## src/rtl/pipeline_pkg.sv

```systemverilog
`default_nettype none
// +--------------------------------------------------------------------------+
// | Package   : pipeline_pkg                                                 |
// | Purpose   : Shared pipeline definitions: register index width,           |
// |             instruction-type encodings and the decode scoreboard FSM     |
// |             state encoding.                                              |
// | Revision  : 1.0 - initial release                                        |
// +--------------------------------------------------------------------------+
package pipeline_pkg;

  localparam int REG_IDX_W = 5;
  localparam int ITYPE_W   = 5;

  localparam logic [ITYPE_W-1:0] ITYPE_NOOP     = 5'd0;
  localparam logic [ITYPE_W-1:0] ITYPE_LOAD_IMM = 5'd1;
  localparam logic [ITYPE_W-1:0] ITYPE_LOAD_MEM = 5'd2;
  localparam logic [ITYPE_W-1:0] ITYPE_STORE    = 5'd3;
  localparam logic [ITYPE_W-1:0] ITYPE_ALU_OP   = 5'd4;
  localparam logic [ITYPE_W-1:0] ITYPE_JUMP     = 5'd5;

  typedef enum logic [1:0] {
    ST_RUN       = 2'd0,
    ST_HAZARD    = 2'd1,
    ST_JUMP_WAIT = 2'd2
  } state_t;

endpackage : pipeline_pkg
`default_nettype wire

```

## src/rtl/reg_inflight_counter.sv

```systemverilog
`default_nettype none
// +--------------------------------------------------------------------------+
// | Module    : reg_inflight_counter                                         |
// | Purpose   : Counts outstanding writes to one architectural register.     |
// |             inc and dec together leave the count unchanged; inc at the   |
// |             maximum and dec at zero are ignored (saturating).            |
// | Ports     : clk, rst (sync, active-high), inc, dec                       |
// |             is_zero / is_max - count flags                               |
// | Revision  : 1.0 - initial release                                        |
// +--------------------------------------------------------------------------+
module reg_inflight_counter #(
  parameter int CNT_W = 2
) (
  input  logic clk,
  input  logic rst,
  input  logic inc,
  input  logic dec,
  output logic is_zero,
  output logic is_max
);

  logic [CNT_W-1:0] cnt_q;

  assign is_zero = (cnt_q == '0);
  assign is_max  = &cnt_q;

  always_ff @(posedge clk) begin
    if (rst) begin
      cnt_q <= '0;
    end else if (inc && !dec && !is_max) begin
      cnt_q <= cnt_q + CNT_W'(1);
    end else if (dec && !inc && !is_zero) begin
      cnt_q <= cnt_q - CNT_W'(1);
    end
  end

endmodule : reg_inflight_counter
`default_nettype wire

```

## src/rtl/decode_hazard_scoreboard.sv

```systemverilog
`default_nettype none
// +--------------------------------------------------------------------------+
// | Module    : decode_hazard_scoreboard                                     |
// | Purpose   : Tracks in-flight register writes and stalls decode on RAW    |
// |             hazards, on WAW counter overflow and for the jump penalty.   |
// | Ports     : clk, rst            - clock, sync active-high reset          |
// |             dec_*               - decoder fields for the current instr   |
// |             wb_valid, wb_reg    - write-back retire event                |
// |             issue, stall        - decode advances / insert NOP           |
// |             fetch_hold          - fetch holds PC/instruction             |
// |             state, busy_regs    - debug state, per-register busy flags   |
// |             wb_underflow        - sticky retire-without-pending flag     |
// | Revision  : 1.0 - initial release                                        |
// +--------------------------------------------------------------------------+
module decode_hazard_scoreboard
  import pipeline_pkg::*;
#(
  parameter int NUM_REGS     = 32,
  parameter int CNT_W        = 2,
  parameter int JUMP_PENALTY = 3
) (
  input  logic                 clk,
  input  logic                 rst,
  input  logic                 dec_valid,
  input  logic [ITYPE_W-1:0]   dec_itype,
  input  logic [REG_IDX_W-1:0] dec_src0,
  input  logic                 dec_src0_used,
  input  logic [REG_IDX_W-1:0] dec_src1,
  input  logic                 dec_src1_used,
  input  logic [REG_IDX_W-1:0] dec_dst,
  input  logic                 dec_dst_used,
  input  logic                 wb_valid,
  input  logic [REG_IDX_W-1:0] wb_reg,
  output logic                 issue,
  output logic                 stall,
  output logic                 fetch_hold,
  output logic [1:0]           state,
  output logic [NUM_REGS-1:0]  busy_regs,
  output logic                 wb_underflow
);

  localparam int JCNT_W = (JUMP_PENALTY > 1) ? $clog2(JUMP_PENALTY) : 1;
  localparam logic [JCNT_W-1:0] JCNT_LOAD = JCNT_W'(JUMP_PENALTY - 1);

  state_t              state_q;
  state_t              next_state;
  logic [JCNT_W-1:0]   jcnt_q;
  logic                hazard;
  logic                underflow_q;
  logic [NUM_REGS-1:0] inc_vec;
  logic [NUM_REGS-1:0] dec_vec;
  logic [NUM_REGS-1:0] zero_vec;
  logic [NUM_REGS-1:0] max_vec;

  // One in-flight counter per architectural register; register 0 included.
  for (genvar r = 0; r < NUM_REGS; r++) begin : g_reg
    assign inc_vec[r] = issue & dec_dst_used & (dec_dst == REG_IDX_W'(r));
    assign dec_vec[r] = wb_valid & (wb_reg == REG_IDX_W'(r));

    reg_inflight_counter #(
      .CNT_W (CNT_W)
    ) u_cnt (
      .clk     (clk),
      .rst     (rst),
      .inc     (inc_vec[r]),
      .dec     (dec_vec[r]),
      .is_zero (zero_vec[r]),
      .is_max  (max_vec[r])
    );
  end

  // Uses registered counts only: a write-back in this cycle clears the
  // hazard one cycle later, matching register-file write-on-edge timing.
  assign hazard = (dec_src0_used & ~zero_vec[dec_src0])
                | (dec_src1_used & ~zero_vec[dec_src1])
                | (dec_dst_used  &  max_vec[dec_dst]);

  always_comb begin
    next_state = state_q;
    issue      = 1'b0;
    stall      = 1'b0;
    fetch_hold = 1'b0;
    case (state_q)
      ST_RUN: begin
        issue      = dec_valid & ~hazard;
        stall      = dec_valid & hazard;
        fetch_hold = dec_valid & hazard;
        if (dec_valid && hazard) begin
          next_state = ST_HAZARD;
        end else if (issue && (dec_itype == ITYPE_JUMP)) begin
          next_state = ST_JUMP_WAIT;
        end
      end
      ST_HAZARD: begin
        stall      = 1'b1;
        fetch_hold = 1'b1;
        if (!hazard) begin
          next_state = ST_RUN;
        end
      end
      ST_JUMP_WAIT: begin
        // Fetch is redirecting, so it is not held during the bubbles.
        stall = 1'b1;
        if (jcnt_q == '0) begin
          next_state = ST_RUN;
        end
      end
      default: begin
        next_state = ST_RUN;
      end
    endcase
  end

  always_ff @(posedge clk) begin
    if (rst) begin
      state_q     <= ST_RUN;
      jcnt_q      <= '0;
      underflow_q <= 1'b0;
    end else begin
      state_q <= next_state;
      if ((state_q == ST_RUN) && (next_state == ST_JUMP_WAIT)) begin
        jcnt_q <= JCNT_LOAD;
      end else if ((state_q == ST_JUMP_WAIT) && (jcnt_q != '0)) begin
        jcnt_q <= jcnt_q - JCNT_W'(1);
      end
      if (wb_valid && zero_vec[wb_reg]) begin
        underflow_q <= 1'b1;
      end
    end
  end

  assign state        = state_q;
  assign busy_regs    = ~zero_vec;
  assign wb_underflow = underflow_q;

endmodule : decode_hazard_scoreboard
`default_nettype wire

```

## config.mk

```make
export PLATFORM = sky130hd
export DESIGN_NAME = decode_hazard_scoreboard
export DESIGN_NICKNAME = d
export VERILOG_FILES = /design/src/rtl/pipeline_pkg.sv /design/src/rtl/reg_inflight_counter.sv /design/src/rtl/decode_hazard_scoreboard.sv
export SDC_FILE = /design/constraint.sdc
export NUM_CORES = 1
export LEC_CHECK = 0
export BUFFER_PORTS_ARGS = -buffer_cell sky130_fd_sc_hd__buf_2
export CAP_MARGIN = 20
export CORE_UTILIZATION = 50
export CTS_CLUSTER_SIZE = 28
export DETAILED_ROUTE_END_ITERATION = 8
export GPL_ROUTABILITY_DRIVEN = 0
export PLACE_DENSITY = 0.76
export SLEW_MARGIN = 20
export SYNTH_ARGS = -nofsm -noshare
export SYNTH_HDL_FRONTEND = slang
export SYNTH_HIERARCHICAL = 1
export SYNTH_SLANG_ARGS = --single-unit
```

## constraint.sdc

```tcl
create_clock -name clk -period 5 [get_ports clk]
set_clock_uncertainty 0.1 [all_clocks]
set_input_delay 1 -clock clk [delete_from_list [all_inputs] [get_ports clk]]
set_output_delay 1 -clock clk [all_outputs]
set_load 0.02 [all_outputs]
```

==> results_dict.tcl, run 1 <==
set metrics [dict create \
    tightest_slew_ps 754 \
    grt_usage_pct 26.5 \
    cts_setup_buffers 0 \
    clk_pin_slew_worst_paths_ps 50 \
    nets 850 \
    arrival_ps 3250 \
    slowest_delay_ps 460 \
    diodes 0 \
    synth.distinct_cells 52 \
    crit_path_start_kind "input pin" \
    worstPathCellList "buf_2, mux2_2, o311ai_0, o31ai_1, or4_4, o211ai_4, nand3_1, a21oi_1, buf_2" \
    slew_violations 0 \
    synth_edf_count 0 \
    crit_slowest_cell "or4_4" \
    cp_num_buf_inv 2 \
    max-cap-violations 0 \
    drive_above_1_share_pct 26.2 \
    grt_pass1_vias 5140 \
    cts_resized 0 \
    netlist_top_cells_count "nor2_1 (140), dfxtp_1 (69), nand2_1 (55), inv_1 (42), nand2b_1 (38)" \
    clk_latency_ps 350 \
    grt_overflow 0 \
    wl_per_cell_um 16.8 \
    cts.sinks 69 \
    cp_top_family "compound AO/OA/AOI/OAI gates" \
    setup_viol 0 \
    netlist_area_sq_um 6050 \
    yosys_warnings 6 \
    synth_top_area_share_pct 22.8 \
    synth_nets 788 \
    yosys_register_bits 69 \
    vdd_drop_max_mv 0.161 \
    postRouteAntennaNets 0 \
    coreArea_sq_um 11600 \
    root_buffer "clkbuf_16" \
    r2r_slack_ps 1540 \
    powerDensity_nw_per_um2 197 \
    grt_pass1_wl_mm 25.9 \
    area_growth_pct 11.7 \
    crit_type "in -> out" \
    rows 39 \
    grt_max_degree 40 \
    dp_hpwl_mm 11.9 \
    synth_area_leaders "dfxtp_1 (23%), nor2_1 (8.7%), a221oi_2 (7.9%)" \
    avgViaCountPerCell 5.94 \
    fin_crit_ps 4350 \
    power.total_mw 1.33 \
    hold_buffers 0 \
    drt_iter0_drc 384 \
    clock_path_buffers 2 \
    synth.most_common_cell "nor2_1" \
    die_area_sq_um 12500 \
    io_pins 70 \
    drc 5 \
    dr_total_vias 5706 \
    fill_cells 1090 \
    finalHoldViolations 0 \
    status "finished with violations" \
    synth-seq-area-share_pct 22.8 \
    cp_common_cell "buf_2" \
    synthFlopType "dfxtp_1" \
    regArea_sq_um 1380 \
    fin_crit_sh_pct 86.9 \
    postRouteWirelength_mm 16.1 \
    antenna_found_initial 0 \
    cts_buffers 9 \
    syn_area_per_cell_sq_um 8.06 \
    tns_ps 0 \
    initial_utilization_pct 52.1 \
    grt_setup_unrepaired "false" \
    critical_path.endpoint_type "output port" \
    fmax_mhz 230 \
    htree_levels 3 \
    dieWidth_um 112 \
    worstPathMaxFanout 17 \
    required_ps 3900 \
    cts_tree "yes" \
    port_buffers 69 \
    hold_class "reg -> reg" \
    violations "DRC" \
    slew-limit-headroom_pct 49.8 \
    die_height_um 112 \
    p_leak_nw 2.62 \
    multiInputGateArea_sq_um 4410 \
    netlist_instances 751 \
    synth_top_area_cell "dfxtp_1" \
    synthArstFlopShare_pct 0 \
    drtPass1Iterations 8 \
]
-- area by class of cell --
type                    instances  area share [%]
clock buffers                  13            3.55
repair buffers                 70            5.22
flip-flops and latches         69            20.4
multi-input cells             621            65.3
clock inverters                 2           0.518
inverters                      42            2.33
well taps                     143            2.65
-- routing by layer --
| metal | up-vias | track usage, % | wire (um) |
|---|---|---|---|
| met1 | 2684 | 34.8 | 7010 |
| li1 | 2788 | - | - |
| met4 | 0 | 8.80 | 335 |
| met3 | 25 | 6.31 | 1280 |
| met2 | 209 | 42.9 | 7460 |
| met5 | - | 0 | 0 |
-- per-stage QoR --
| step | area, sq um | util [%] | hold slack, ps | setup slack, ps | cells |
|---|---|---|---|---|---|
| 4_1_cts | 6760 | 58.2 | 369 | 681 | 960 |
| 5_1_grt | 6760 | 58.2 | 396 | 502 | 960 |
| 2_1_floorplan | 6050 | - | 372 | 830 | 751 |
| 6_report | 6760 | 58.2 | 365 | 653 | 960 |
| 3_5_place_dp | 6480 | 55.8 | 357 | 679 | 945 |
| 3_3_place_gp | 6480 | 55.8 | 349 | 669 | 945 |
-- kinds of logic after synthesis --
family / count (synthesis) / synth area share [%]
mux: 43 / 12.1
flops: 69 / 22.8
simple gates: 406 / 36.5
buf+inv: 61 / 4.24
compound gates: 166 / 23.1
xor+xnor: 1 / 0.145
fa+ha+maj: 5 / 1.03
-- flip-flops by register name, summed over array words and instances (netlist names) --
| name | count |
|---|---|
| state | 2 |
| jcnt_q | 2 |
| wb_underflow | 1 |
| g.u_cnt/cnt_q | 64 |
-- power breakdown --
part           internal, mW  switching (mW)  total, mW
Combinational        0.0536           0.106      0.159
Sequential            0.553         0.00343      0.557
Clock                 0.383           0.233      0.616
-- cells in the final DEF, fill, tap and decap left out, drive strengths merged, types with 2 or more instances in the layout --
master	instances
o211ai	7
a211oi	3
a21boi	2
nand2	55
mux2	12
nand2b	38
o21ai	66
o2111ai	3
o311ai	2
and2	32
a21oi	38
nand4	3
or2b	32
inv	42
nor3	3
o22ai	3
mux2i	9
or4	5
buf	70
mux4	22
and2b	32
nor2b	15
nor2	140
nand3	13
dfxtp	69
a2111oi	2
a221oi	32
nand3b	35
clkbuf	13
ha	5
a22oi	2
-- worst reg2reg max path, cell delays in order, from the launching register on --
cell	delay [ps]
dfxtp_1	360
and2_1	180
mux4_2	470
a21boi_0	200
nand4_1	180
o311ai_4	150
o211ai_4	170
or4_1	740
nor2_1	310
or2b_2	170
o21ai_2	50
a221oi_2	270
-- path summary, 6_finish.rpt --
path              cells past startpoint                      from                  endpoint
hold / removal                        2              wb_underflow              wb_underflow
setup reg to reg                     11  g_reg[18].u_cnt/cnt_q[1]  g_reg[29].u_cnt/cnt_q[0]
hold reg to reg                       2              wb_underflow              wb_underflow
setup / recovery                      9               dec_src1[0]                     stall
Note: power is estimated with default switching activity, not from simulation.
==> run 2: changes to the inputs <==
--- a/config.mk
+++ b/config.mk
@@ -11,6 +11,7 @@
 export CTS_CLUSTER_SIZE = 28
 export DETAILED_ROUTE_END_ITERATION = 8
 export GPL_ROUTABILITY_DRIVEN = 0
+export GPL_TIMING_DRIVEN = 0
 export PLACE_DENSITY = 0.76
 export SLEW_MARGIN = 20
 export SYNTH_ARGS = -nofsm -noshare
==> results_dict.tcl, run 2 (same netlist as run 1, synthesis figures left out) <==
set metrics [dict create \
    powerDensity_nw_per_um2 197 \
    dp_hpwl_mm 12.1 \
    cts_resized 0 \
    slew_violations 0 \
    drt_iter0_drc 388 \
    fin_crit_ps 4350 \
    pre_cts_ws_ps 653 \
    rows 39 \
    crit_type "in -> out" \
    slowest_delay_ps 590 \
    cp_common_cell "buf_2" \
    postRouteAntennaNets 0 \
    antenna_found_initial 0 \
    avgViaCountPerCell 5.94 \
    crit_path_start_kind "input pin" \
    finalHoldViolations 0 \
    regMostFlops "g.u_cnt/cnt_q" \
    setup_viol 0 \
    slew-limit-headroom_pct 55.0 \
    arrival_ps 3250 \
    hold_class "reg -> reg" \
    tightest_slew_ps 675 \
    p_leak_nw 2.67 \
    root_buffer "clkbuf_16" \
    power.total_mw 1.35 \
    cts_tree "yes" \
    cts_buffers 9 \
    grt_pass1_vias 5289 \
    layout_common_cells "nor2_1 (140), buf_2 (72), dfxtp_1 (69)" \
    wl_per_cell_um 16.8 \
    grt_max_degree 37 \
    vdd_drop_max_mv 0.170 \
    die_area_sq_um 12500 \
    largest_reg_flops 64 \
    tns_ps 0 \
    io_pins 70 \
    grt_setup_unrepaired "false" \
    drc 5 \
    grt_overflow 0 \
    required_ps 3900 \
    crit_slowest_cell "or4_4" \
    die_height_um 112 \
    fin_crit_sh_pct 87.0 \
    violations "DRC" \
    worstPathMaxFanout 10 \
    grt_pass1_wl_mm 26.5 \
    coreArea_sq_um 11600 \
    clk_latency_ps 340 \
    drtPass1Iterations 7 \
    cts_setup_buffers 0 \
    fin_ws_ps 651 \
    cts.sinks 69 \
    postRouteWirelength_mm 16.4 \
    final_common_cell "nor2_1" \
    cp_top_family "simple AND/OR/NAND/NOR gates" \
    fmax_mhz 230 \
    port_buffers 64 \
    clk_pin_slew_worst_paths_ps 60 \
    htree_levels 3 \
    status "finished with violations" \
    area_growth_pct 13.4 \
    critical_path.endpoint_type "output port" \
    drive_above_1_share_pct 26.8 \
    hold_buffers 0 \
    dieWidth_um 112 \
    whs_ps 363 \
    worstPathCellList "buf_2, buf_6, mux2_2, o211ai_1, nor3_1, or4_4, o211ai_4, nand3_1, a21oi_1, buf_2" \
    nets 864 \
    diodes 0 \
    dr_total_vias 5794 \
    clock_path_buffers 2 \
    grt_usage_pct 26.9 \
    cp_num_buf_inv 3 \
    max-cap-violations 0 \
    initial_utilization_pct 52.1 \
]
==> run 2: changes by cell type in the layout (fill, tap and decap cells not counted), sizes merged <==
cell,previous run,this run
buf,70,78
clkbuf,13,22
bufinv,1,0
clkinv,1,0
==> run 2: worst register-to-register path, delay by kind of cell, from the launching register on <==
family / cells / cell delay, ps
muxes: 1 / 530
and+or+nand+nor: 5 / 1200
DFF: 1 / 360
buffers and inverters: 1 / 220
AOI/OAI and AO/OA: 5 / 980
==> run 2: layout make-up <==
class | instances | area (sq um)
multi-input cells | 621 | 4410
flip-flops and latches | 69 | 1380
plain buffers | 19 | 98.8
clock buffers | 16 | 292
repair buffers | 65 | 343
inverters | 42 | 158
fillers | 1088 | 4750
well taps | 143 | 179
==> run 2: path summary, 6_finish.rpt <==
path                                 start  cells after the start  slack [ps]                  endpoint
setup / recovery               dec_src1[0]                     10         650                     stall
hold / removal                wb_underflow                      2         360              wb_underflow
setup reg to reg  g_reg[10].u_cnt/cnt_q[1]                     12        1530  g_reg[17].u_cnt/cnt_q[0]
hold reg to reg               wb_underflow                      2         360              wb_underflow
==> run 2: power breakdown <==
group | internal (mW) | total (mW) | switching [mW]
logic | 0.0586 | 0.166 | 0.108
registers | 0.553 | 0.556 | 0.00340
clock network | 0.391 | 0.628 | 0.237
==> run 2: per-layer routing <==
metal	routed length (um)	up-vias	share of wire [%]	GRT usage, %
met5	0	-	0	0
met4	478	0	2.9	11.3
met3	1090	42	6.7	4.79
met2	7500	210	46	42.9
met1	7290	2724	45	36.1
li1	-	2818	-	-
==> run 2: through the flow <==
step | instance area [sq um] | utilization (%) | std cells
2_1_floorplan | 6050 | - | 751
3_3_place_gp | 6550 | 56.4 | 958
3_5_place_dp | 6570 | 56.6 | 959
4_1_cts | 6860 | 59.1 | 975
5_1_grt | 6860 | 59.1 | 975
6_report | 6860 | 59.1 | 975
==> run 3: changes to the inputs <==
--- a/config.mk
+++ b/config.mk
@@ -5,6 +5,7 @@
 export SDC_FILE = /design/constraint.sdc
 export NUM_CORES = 1
 export LEC_CHECK = 0
+export ABC_AREA = 1
 export BUFFER_PORTS_ARGS = -buffer_cell sky130_fd_sc_hd__buf_2
 export CAP_MARGIN = 20
 export CORE_UTILIZATION = 50
@@ -13,6 +14,7 @@
 export GPL_ROUTABILITY_DRIVEN = 0
 export GPL_TIMING_DRIVEN = 0
 export PLACE_DENSITY = 0.76
+export RECOVER_POWER = 25
 export SLEW_MARGIN = 20
 export SYNTH_ARGS = -nofsm -noshare
 export SYNTH_HDL_FRONTEND = slang
==> results_dict.tcl, run 3 <==
set metrics [dict create \
    status "complete, no violations" \
    critical_path.endpoint_type "output port" \
    drt_iter0_drc 641 \
    io_pins 70 \
    synth.distinct_cells 31 \
    vdd_drop_max_mv 0.137 \
    finalHoldViolations 0 \
    die_height_um 113 \
    hold_buffers 0 \
    slew-limit-headroom_pct 39.8 \
    drc 0 \
    slowest_delay_ps 590 \
    drtPass1Iterations 5 \
    cts_buffers 9 \
    postRouteWirelength_mm 17.1 \
    synth.most_common_cell "nand2_1" \
    grt_max_degree 38 \
    synthFlopType "dfxtp_1" \
    nets 1259 \
    postPlaceCellArea_sq_um 6680 \
    grt_pass1_vias 6015 \
    fin_area_sq_um 6910 \
    dr_total_vias 7011 \
    root_buffer "clkbuf_16" \
    r2r_slack_ps 1900 \
    m1WireLength_mm 7.71 \
    fin_cells 1373 \
    required_ps 3900 \
    worstPathCellList "buf_2, clkbuf_8, nor2_1, nand2_1, nand2_1, nor2_1, nor2_1, nor2_1, nand2_1, nand3_1, nand3_1, nand3_1, a21oi_1, buf_2" \
    synth_edf_count 0 \
    grt_usage_pct 27.6 \
    tightest_slew_ps 903 \
    postRouteAntennaNets 0 \
    avgViaCountPerCell 5.11 \
    worstPathMaxFanout 10 \
    drive_above_1_share_pct 12.2 \
    tns_ps 0 \
    largest_reg_flops 64 \
    htree_levels 3 \
    area_growth_pct 12.1 \
    slew_violations 0 \
    wl_met2_mm 7.29 \
    fmax_mhz 241 \
    hold_class "reg -> reg" \
    synth-seq-area-share_pct 22.4 \
    cts.sinks 69 \
    antenna_found_initial 0 \
    diodes 0 \
    grt_pass1_wl_mm 27.8 \
    dieWidth_um 113 \
    die_area_sq_um 12800 \
    setup_viol 0 \
    yosys_warnings 6 \
    crit_slowest_cell "nor2_1" \
    netlist_instances 1145 \
    fin_crit_sh_pct 82.9 \
    coreArea_sq_um 12000 \
    layout_common_cells "nand2_1 (282), inv_1 (259), nor2_1 (136)" \
    fin_crit_ps 4140 \
    crit_path_start_kind "input pin" \
    dp_hpwl_mm 13.2 \
    netlist_area_sq_um 6170 \
    synth_top_area_share_pct 22.4 \
    rows 40 \
    yosys_register_bits 69 \
    grt_overflow 0 \
    cp_common_cell "nor2_1" \
    netlist_top_cells_count "nand2_1 (282), inv_1 (259), nor2_1 (136), nand3_1 (121), a21oi_1 (104)" \
    syn_area_per_cell_sq_um 5.39 \
    synthArstFlopShare_pct 0 \
    powerDensity_nw_per_um2 193 \
    synth_top_area_cell "dfxtp_1" \
    wl_per_cell_um 12.5 \
    clock_path_buffers 2 \
    synth_area_leaders "dfxtp_1 (22%), nand2_1 (17%), inv_1 (16%)" \
    final_common_cell "nand2_1" \
    port_buffers 66 \
    power.total_mw 1.34 \
    grt_setup_unrepaired "false" \
    p_leak_nw 3.55 \
    max-cap-violations 0 \
    route.met3.wl_mm 1.54 \
    crit_type "in -> out" \
    dr.max_layer_used "met4" \
    clk_pin_slew_worst_paths_ps 60 \
    regMostFlops "g.u_cnt/cnt_q" \
    clk_latency_ps 340 \
    arrival_ps 3040 \
    cts_tree "yes" \
    synth_nets 1182 \
    dp.cells 1358 \
    cts_resized 0 \
    cts_setup_buffers 0 \
    initial_utilization_pct 51.3 \
]
[run 3: metrics by stage]
| stage | util, % | worst slack (ps) | hold WS, ps |
|---|---|---|---|
| final | 57.6 | 856 | 374 |
| after global routing | 57.6 | 609 | 399 |
| after CTS | 57.8 | 861 | 378 |
| after detailed placement | 55.6 | 863 | 358 |
| after global placement | 55.6 | 844 | 366 |
| after floorplan | - | 1420 | 362 |
[run 3: logic make-up (layout without fill, tap and decap cells)]
logic type,Yosys count,count (layout),synth area share [%]
DFF,69,69,22.4
AOI/OAI and AO/OA,164,164,14.5
adders and majority gates,5,5,1.01
buffers and inverters,280,361,17.8
and+or+nand+nor,627,627,44.3
[run 3: final timing paths]
| path | from | end | cells past startpoint |
|---|---|---|---|
| max | dec_dst[0] | stall | 14 |
| min | wb_underflow | wb_underflow | 2 |
| max reg2reg | g_reg[4].u_cnt/cnt_q[0] | g_reg[7].u_cnt/cnt_q[0] | 21 |
| min reg2reg | wb_underflow | wb_underflow | 2 |
[run 3: where the power goes]
group / internal [mW] / switching [mW] / total [mW]
registers: 0.553 / 0.00254 / 0.556
logic: 0.0550 / 0.127 / 0.182
clock network: 0.343 / 0.255 / 0.597
total: 0.951 / 0.385 / 1.34
[run 3: area by class of cell]
class	count	area (sq um)
Tap cell	147	184
Clock inverter	5	27.5
Fill cell	1296	5100
Multi-Input combinational cell	796	3690
Clock buffer	10	239
Buffer	15	100
Inverter	265	995
Sequential cell	69	1380
Timing Repair Buffer	66	298
[run 3: metal layers]
metal / vias up / track usage [%]
met4: 0 / 12.8
met3: 41 / 6.05
li1: 3674 / -
met1: 3036 / 35.9
met2: 260 / 43.4
met5: - / 0
[run 3: worst max-delay path, delay by kind of cell]
| family | cells | cell delay [ps] |
|---|---|---|
| buffers and inverters | 3 | 460 |
| AO/OA/AOI/OAI | 1 | 140 |
| AND/OR/NAND/NOR | 10 | 1440 |
